`src/rtl/common_types_pkg.sv`:
```
// Types shared between the memory arbiter and instruction decode.
package common_types_pkg;

    typedef enum logic [1:0] {
        IDLE  = 2'b00,
        IBUSY = 2'b01,
        DBUSY = 2'b10
    } arb_state_t;

    typedef enum logic [1:0] {
        SZ_NONE = 2'b00,
        SZ_BYTE = 2'b01,
        SZ_HALF = 2'b10,
        SZ_WORD = 2'b11
    } mem_size_t;

    localparam int MAX_DSTREAK_DEF = 4;
    localparam int TIMEOUT_CYC_DEF = 255;

endpackage

```
`src/rtl/byte_lane_align.sv`:
```
// Store lane alignment: byte strobes, lane-shifted write data and misalignment flag.
// Pure combinational, zero latency, no flow control.
module byte_lane_align
    import common_types_pkg::*;
(
    input  mem_size_t   size,
    input  logic [1:0]  addr_lo,
    input  logic [31:0] dstore,
    output logic [3:0]  mem_strb,
    output logic [31:0] mem_wdata,
    output logic        misalign
);

    always_comb begin
        mem_strb  = 4'b0000;
        misalign  = 1'b0;
        mem_wdata = dstore << {addr_lo, 3'b000};
        case (size)
            SZ_WORD: begin
                mem_strb = 4'b1111;
                misalign = (addr_lo != 2'b00);
            end
            SZ_HALF: begin
                mem_strb = 4'b0011 << {addr_lo[1], 1'b0};
                misalign = addr_lo[0];
            end
            SZ_BYTE: mem_strb = 4'b0001 << addr_lo;
            default: mem_strb = 4'b0000;
        endcase
    end

endmodule

```
`src/rtl/memory_arbiter.sv`:
```
// Single-port memory arbiter for fetch and data; one transaction at a time, grant the cycle after request.
// Requests are held until hit/err; a stalled memory (no mem_ready) is aborted after TIMEOUT_CYC cycles.
module memory_arbiter
    import common_types_pkg::*;
#(
    parameter int MAX_DSTREAK = MAX_DSTREAK_DEF,
    parameter int TIMEOUT_CYC = TIMEOUT_CYC_DEF
) (
    input  logic        CLK,
    input  logic        RST,
    input  logic        iread,
    input  logic [31:0] iaddr,
    output logic [31:0] iload,
    output logic        ihit,
    input  logic        dread,
    input  logic [1:0]  dwrite,
    input  logic [31:0] daddr,
    input  logic [31:0] dstore,
    output logic [31:0] dload,
    output logic        dhit,
    output logic        ierr,
    output logic        derr,
    output logic        mem_ren,
    output logic        mem_wen,
    output logic [31:0] mem_addr,
    output logic [31:0] mem_wdata,
    output logic [3:0]  mem_strb,
    input  logic [31:0] mem_rdata,
    input  logic        mem_ready
);

    localparam int SW = $clog2(MAX_DSTREAK + 1);

    arb_state_t  state;
    logic [SW-1:0] streak;
    logic [7:0]  timer;
    logic [31:0] lat_addr;
    logic        lat_wr;
    logic [3:0]  lat_strb;
    logic [31:0] lat_wdata;
    logic        mis_err_q;

    logic        d_is_wr, d_ok, grant_i, grant_d;
    logic        busy, tmo, hit;
    logic [3:0]  al_strb;
    logic [31:0] al_wdata;
    logic        al_mis;
    logic        unused_addr_lo;

    assign unused_addr_lo = ^iaddr[1:0];

    byte_lane_align u_align (
        .size      (mem_size_t'(dwrite)),
        .addr_lo   (daddr[1:0]),
        .dstore    (dstore),
        .mem_strb  (al_strb),
        .mem_wdata (al_wdata),
        .misalign  (al_mis)
    );

    // A data request is masked while its misalign error pulses, so the still-held request is not re-taken.
    assign d_is_wr = (dwrite != 2'b00);
    assign d_ok    = (dread | d_is_wr) & ~mis_err_q;
    assign grant_i = iread & (~d_ok | (streak == SW'(MAX_DSTREAK)));
    assign grant_d = d_ok & ~grant_i;

    assign busy = (state != IDLE);
    assign tmo  = busy & (timer == 8'(TIMEOUT_CYC));
    assign hit  = busy & mem_ready & ~tmo;

    assign ihit  = hit & (state == IBUSY);
    assign dhit  = hit & (state == DBUSY);
    assign iload = ihit ? mem_rdata : 32'h0;
    assign dload = dhit ? mem_rdata : 32'h0;
    assign ierr  = tmo & (state == IBUSY);
    assign derr  = (tmo & (state == DBUSY)) | mis_err_q;

    assign mem_ren   = ~tmo & ((state == IBUSY) | ((state == DBUSY) & ~lat_wr));
    assign mem_wen   = ~tmo & (state == DBUSY) & lat_wr;
    assign mem_addr  = busy ? lat_addr : 32'h0;
    assign mem_strb  = busy ? lat_strb : 4'h0;
    assign mem_wdata = mem_wen ? lat_wdata : 32'h0;

    always_ff @(posedge CLK or posedge RST) begin
        if (RST) begin
            state     <= IDLE;
            streak    <= '0;
            timer     <= 8'h0;
            lat_addr  <= 32'h0;
            lat_wr    <= 1'b0;
            lat_strb  <= 4'h0;
            lat_wdata <= 32'h0;
            mis_err_q <= 1'b0;
        end else begin
            mis_err_q <= 1'b0;
            case (state)
                IDLE: begin
                    timer <= 8'h0;
                    if (!iread)
                        streak <= '0;
                    if (grant_i) begin
                        state     <= IBUSY;
                        streak    <= '0;
                        lat_addr  <= {iaddr[31:2], 2'b00};
                        lat_wr    <= 1'b0;
                        lat_strb  <= 4'hF;
                        lat_wdata <= 32'h0;
                    end else if (grant_d) begin
                        if (d_is_wr && al_mis) begin
                            mis_err_q <= 1'b1;
                        end else begin
                            state     <= DBUSY;
                            lat_addr  <= {daddr[31:2], 2'b00};
                            lat_wr    <= d_is_wr;
                            lat_strb  <= d_is_wr ? al_strb : 4'hF;
                            lat_wdata <= d_is_wr ? al_wdata : 32'h0;
                            if (iread && streak != SW'(MAX_DSTREAK))
                                streak <= streak + SW'(1);
                        end
                    end
                end
                default: begin
                    if (tmo || mem_ready) begin
                        state <= IDLE;
                        timer <= 8'h0;
                    end else begin
                        timer <= timer + 8'd1;
                    end
                end
            endcase
        end
    end

endmodule

```
`config.mk`:
```
export PLATFORM = sky130hd
export DESIGN_NAME = memory_arbiter
export DESIGN_NICKNAME = d
export VERILOG_FILES = /design/src/rtl/common_types_pkg.sv /design/src/rtl/byte_lane_align.sv /design/src/rtl/memory_arbiter.sv
export SDC_FILE = /design/constraint.sdc
export NUM_CORES = 1
export LEC_CHECK = 0
export BUFFER_PORTS_ARGS = -buffer_cell sky130_fd_sc_hd__buf_2
export CAP_MARGIN = 40
export CORE_MARGIN = 2
export CORE_UTILIZATION = 49
export CTS_BUF_LIST = sky130_fd_sc_hd__clkbuf_8 sky130_fd_sc_hd__clkbuf_16
export CTS_CLUSTER_DIAMETER = 200
export DETAILED_ROUTE_END_ITERATION = 7
export GPL_TIMING_DRIVEN = 0
export PLACE_DENSITY = 0.87
export SYNTH_ARGS = -nofsm -noshare
export SYNTH_HDL_FRONTEND = slang
export SYNTH_SLANG_ARGS = --single-unit
```
`constraint.sdc`:
```
create_clock -name CLK -period 8.9 [get_ports CLK]
set_input_delay 2.67 -clock CLK [delete_from_list [all_inputs] [get_ports CLK]]
set_output_delay 2.67 -clock CLK [all_outputs]
set_load 0.005 [all_outputs]
```
==> impl_metrics.yaml, run 1 <==
setup_path:
  worst-endpoint-required_ns: 6.23
  worstRegToRegCells: 7
  setup.reg_to_reg.worst_slack_ns: 6.26
  worstSetupPathType: "in2out"
  crit_path_end_kind: "primary output"
  worst-path-max-fanout: 10
  worstReg2RegEnd: "lat_addr[8]$_DFFE_PP0P_"
  critical_path.startpoint_type: "input pin"
  reg2reg_from: "streak[0]$_DFFE_PP0P_"
  worst_path_arrival_ns: 3.80
placed_design:
  placedCellCount: 886
  portbufs: 267
  dp.final_hpwl_mm: 12.6
  dp_slack_ns: 2.43
  globalplace.congestion: 0.987
routing:
  remaining_drc_errors: 0
  routed_via_density: 5.21
  wl_per_cell_um: 17.1
  dr.pass1.iters: 4
  detail-route-antenna-nets: 0
  drt_iter0_markers: 308
  vias: 4695
  routed_wirelength_mm: 15.4
clocking:
  cts.path.max_buffers: 2
  cts.repair_timing.setup_buffer_count: 0
  numClockSinks: 81
  clkSlewWorstSetupHoldPaths_ns: 0.08
  insertion_delay_ns: 0.35
  ctsRootBufferMaster: "clkbuf_8"
  clock_tree.htree_level_count: 3
  tritoncts.num_buffers: 9
  hold_buffers: 0
  ctsResizeCount: 0
  cts_tree: "done"
die:
  core_area_um2: 9860
  chip_width_um: 105
  design.portCount: 273
  row_count: 36
  initial_standard_cell_utilization_of_the_core_pct: 50.8
  dieHeight_um: 105
  dieArea_um2: 11100
logic_synthesis:
  synth_enable_flop_cells: 0
  post-synth-top-count-cell: "and2_1"
  synth_seq_cells: 81
  most_numerous_cell_types_in_the_synthesized_netlist: "and2_1 (131), dfrtp_1 (81), mux2_2 (57)"
  postSynth.topFlopCell: "dfrtp_1"
  async_sr_flop_fraction_pct: 100
  synth_cells: 483
  avgSynthCellArea_um2: 10.4
  synth-seq-area-share_pct: 40.4
  synth_largest_area_cell: "dfrtp_1"
  ys_types: 47
  post_synth_instance_area_um2: 5010
  netlist_top_cells_area: "dfrtp_1 (40%), and2_1 (16%), mux2_2 (13%)"
  netlist.area_leader.share_pct: 40.4
  synthesis.yosys.warnings: 0
outcome:
  outcome: "completed"
power_and_ir_drop:
  total_power_density_per_cell_area_nw_per_um2: 247
  leak_nw: 3.57
  max-vdd-ir-drop_uv: 160
min_path:
  hp-start: "lat_addr[10]$_DFFE_PP0P_"
  whs_path_depth: 1
  hold-path-endpoint: "lat_addr[10]$_DFFE_PP0P_"
  type_of_the_worst_min_delay_path: "reg2reg"
timing:
  total_negative_slack_ns: 0
  unrepaired_setup_endpoints_after_global_routing: "no"
  maxSlewViolCount: 0
  layout_worst_path_cycle_share_pct: 72.7
  worst_pin_slew_ns: 0.887
  clock.fmax_ghz: 0.155
  finalHoldViolCount: 0
  fin_ws_ns: 2.43
  worst_clock_skew_ns: 0.0121
  finalSetupViolCount: 0
  finalCriticalPeriod_ns: 6.47
  slew-limit-headroom_pct: 40.4
global_route:
  grt_first_pass_wirelength_mm: 24.7
  pin_count_of_the_biggest_net_entering_global_routing: 53
  track_usage_pct: 28.3
  grt_pass1_vias: 4896
  initial_antenna_violation_count: 1
  grt-ovfl-total: 0
cells_and_area:
  syn2layout_area_growth_pct: 34.0
  drive_above_1_share_pct: 47.7
  finalNetCount: 902
  stdcell_count: 902
run:
  maxCapViolations: 0
layout by cell type, fill, tap and decap left out, types with 10 or more instances in the layout:
master	Yosys	final
o21ai_0	11	11
a22o_1	17	17
nand2_1	28	28
clkbuf_1	21	21
and2_1	131	131
buf_2	3	271
mux2_2	57	57
nor2_1	16	16
clkbuf_8	0	10
mux2i_1	25	25
dfrtp_1	81	81
layer usage:
metal  share of wire [%]  global-route usage [%]
met1                  36                    31.4
met2                  53                    52.6
met3                 8.1                    6.92
met4                 2.1                    8.86
met5                   0                       0
state kept, by name (all words and copies together), names as in the netlist:
signal     cells
streak         3
lat_addr      30
lat_strb       4
mis_err_q      1
lat_wr         1
state          2
timer          8
lat_wdata     32
power by group:
part	internal, mW	switching (mW)
logic	0.431	0.382
registers	0.523	0.0878
clock network	0.105	0.129
worst max-delay path by stage:
| stage | end | slack [ns] | from | depth (start not counted) |
|---|---|---|---|---|
| floorplan | iload[22] | 2.79 | mem_ready | 3 |
| global placement | iload[9] | 2.07 | mem_ready | 5 |
| detailed placement | iload[9] | 2.43 | mem_ready | 6 |
| CTS | iload[9] | 2.42 | mem_ready | 6 |
| global route | iload[9] | 2.29 | mem_ready | 6 |
| finish | iload[9] | 2.43 | mem_ready | 6 |
kinds of logic after synthesis:
group	Yosys count	synth area share (%)
simple gates	202	23.4
mux	85	18.5
flops	81	40.4
compound gates	64	11.8
buf+inv	41	4.12
xor+xnor	6	1.05
fa+ha+maj	3	0.749
other cells	1	0.0748
critical path, cell delays in order:
cell and delay, ns:
buf_2 0.11, nor3b_1 0.19, buf_2 0.21, clkbuf_1 0.31, and2_1 0.19, buf_2 0.12
layout make-up:
| type | count | area, um2 |
|---|---|---|
| Antenna cell | 1 | 2.50 |
| Buffer | 35 | 184 |
| Clock buffer | 10 | 138 |
| Clock inverter | 5 | 25.0 |
| Fill cell | 786 | 3140 |
| Inverter | 6 | 25.0 |
| Multi-Input combinational cell | 362 | 2780 |
| Sequential cell | 81 | 2030 |
| Tap cell | 133 | 166 |
| Timing Repair Buffer | 269 | 1370 |
per-stage QoR:
step	hold slack (ns)	cell area (um2)	power (mW)	util (%)
floorplan	0.449	5020	1.11	-
global placement	0.461	6520	1.39	66.1
detailed placement	0.473	6560	1.43	66.5
CTS	0.494	6720	1.67	68.1
global route	0.508	6720	1.78	68.1
finish	0.491	6720	1.66	68.1
Note: power is estimated with default switching activity, not from simulation.
==> inputs of run 2 (changes only) <==
--- a/config.mk
+++ b/config.mk
@@ -8,12 +8,12 @@
 export BUFFER_PORTS_ARGS = -buffer_cell sky130_fd_sc_hd__buf_2
 export CAP_MARGIN = 40
 export CORE_MARGIN = 2
-export CORE_UTILIZATION = 49
+export CORE_UTILIZATION = 41
 export CTS_BUF_LIST = sky130_fd_sc_hd__clkbuf_8 sky130_fd_sc_hd__clkbuf_16
 export CTS_CLUSTER_DIAMETER = 200
 export DETAILED_ROUTE_END_ITERATION = 7
 export GPL_TIMING_DRIVEN = 0
-export PLACE_DENSITY = 0.87
+export PLACE_DENSITY = 0.77
 export SYNTH_ARGS = -nofsm -noshare
 export SYNTH_HDL_FRONTEND = slang
 export SYNTH_SLANG_ARGS = --single-unit
==> constraint.sdc (replaced) <==
create_clock -name CLK -period 5.65 [get_ports CLK]
set_input_delay 1.695 -clock CLK [delete_from_list [all_inputs] [get_ports CLK]]
set_output_delay 1.695 -clock CLK [all_outputs]
set_load 0.005 [all_outputs]
==> impl_metrics.yaml, run 2 (same netlist as run 1, synthesis figures left out) <==
outcome:
  outcome: "completed"
min_path:
  hp-start: "timer[0]$_DFF_PP0_"
  whs_path_depth: 1
  type_of_the_worst_min_delay_path: "reg2reg"
  hold-path-endpoint: "timer[0]$_DFF_PP0_"
placed_design:
  portbufs: 267
  globalplace.congestion: 0.963
  dp.final_hpwl_mm: 12.6
  placedCellCount: 899
cells_and_area:
  largest_reg_by_ff_count: "lat_wdata"
  stdcell_count: 917
  layout.filler_cells: 1050
  largest_register_ffs: 32
  finalNetCount: 901
  largest_registers: "lat_wdata x32, lat_addr x30, timer x8"
  mostFrequentLayoutCells: "buf_2 (270), and2_1 (131), dfrtp_1 (81), mux2_2 (57), nand2_1 (28)"
  multi_input_combinational_cell_area_um2: 2780
  layout.cells.most_common: "buf_2"
  drive_above_1_share_pct: 47.8
  ff_latch_area_um2: 2030
  syn2layout_area_growth_pct: 37.8
routing:
  remaining_drc_errors: 0
  dr.pass1.iters: 4
  drt_iter0_markers: 182
  vias: 4717
  routed_wirelength_mm: 15.6
  wl_per_cell_um: 17.1
  detail-route-antenna-nets: 0
  routed_via_density: 5.14
clocking:
  cts.path.max_buffers: 2
  cts_tree: "done"
  ctsResizeCount: 0
  numClockSinks: 81
  insertion_delay_ns: 0.34
  tritoncts.num_buffers: 9
  ctsRootBufferMaster: "clkbuf_16"
  clock_tree.htree_level_count: 3
  clkSlewWorstSetupHoldPaths_ns: 0.06
  hold_buffers: 0
  cts.repair_timing.setup_buffer_count: 0
global_route:
  track_usage_pct: 23.4
  pin_count_of_the_biggest_net_entering_global_routing: 57
  grt_pass1_vias: 4824
  initial_antenna_violation_count: 4
  grt-ovfl-total: 0
  grt_first_pass_wirelength_mm: 23.8
timing:
  layout_worst_path_cycle_share_pct: 85.8
  total_negative_slack_ns: 0
  clock.fmax_ghz: 0.206
  maxSlewViolCount: 0
  slew-limit-headroom_pct: 40.5
  finalHoldViolCount: 0
  unrepaired_setup_endpoints_after_global_routing: "no"
  finalSetupViolCount: 0
  worst_pin_slew_ns: 0.890
  finalCriticalPeriod_ns: 4.85
  worst_clock_skew_ns: 0.00558
die:
  design.portCount: 273
  dieHeight_um: 115
  dieArea_um2: 13100
  row_count: 40
  chip_width_um: 115
  initial_standard_cell_utilization_of_the_core_pct: 41.9
  core_area_um2: 12000
run:
  maxCapViolations: 0
power_and_ir_drop:
  max-vdd-ir-drop_uv: 275
  total_power_density_per_cell_area_nw_per_um2: 420
  leak_nw: 3.64
setup_path:
  worst-path-max-fanout: 10
  worst_path_arrival_ns: 3.15
  reg2reg_from: "streak[0]$_DFFE_PP0P_"
  crit_path_end_kind: "primary output"
  setup.reg_to_reg.worst_slack_ns: 3.04
  critical_path.startpoint_type: "input pin"
  worstRegToRegCells: 7
  worstSetupPathType: "in2out"
  worst-endpoint-required_ns: 3.95
  worstReg2RegEnd: "lat_addr[10]$_DFFE_PP0P_"
## run 2: final cells by class
class	instances	area share, %
Buffer	35	2.66
Timing Repair Buffer	268	19.7
Sequential cell	81	29.3
Multi-Input combinational cell	362	40.3
Antenna cell	3	0.109
Clock inverter	6	1.56
Inverter	6	0.362
Clock buffer	9	3.26
Tap cell	147	2.66
## run 2: worst max-delay path: stages
cell and delay, ns:
buf_2 0.10, nor3b_1 0.73, clkbuf_1 0.34, and2_1 0.18, buf_2 0.11
## run 2: how the worst max path moves through the flow
stage | startpoint | to | slack [ns] | depth (start not counted)
2_1_floorplan | mem_ready | iload[22] | 1.49 | 3
3_3_place_gp | mem_ready | iload[3] | 0.85 | 5
3_5_place_dp | mem_ready | iload[27] | 0.82 | 5
4_1_cts | mem_ready | iload[27] | 0.81 | 5
5_1_grt | mem_ready | iload[15] | 0.63 | 5
6_report | mem_ready | iload[27] | 0.80 | 5
## run 2: power by group
group          switching (mW)  internal, mW
clock network           0.233         0.428
logic                   0.605         0.678
registers               0.136         0.825
total                   0.973          1.93
## run 2: layer usage
metal | up-vias | track usage (%) | part of all wire [%]
li1 | 2231 | - | -
met1 | 2228 | 25.8 | 38
met2 | 209 | 42.6 | 53
met3 | 47 | 3.28 | 5.5
met4 | 2 | 13.5 | 3.9
met5 | - | 0 | 0.083
## run 2: per-stage QoR
stage / area [um2] / utilization, % / setup WS [ns] / power [mW] / hold slack [ns]
2_1_floorplan: 5020 / - / 1.49 / 1.75 / 0.449
3_3_place_gp: 6540 / 54.7 / 0.851 / 2.20 / 0.463
3_5_place_dp: 6570 / 54.9 / 0.816 / 2.25 / 0.473
4_1_cts: 6900 / 57.7 / 0.812 / 2.92 / 0.482
5_1_grt: 6910 / 57.8 / 0.632 / 3.09 / 0.507
6_report: 6910 / 57.8 / 0.800 / 2.90 / 0.477
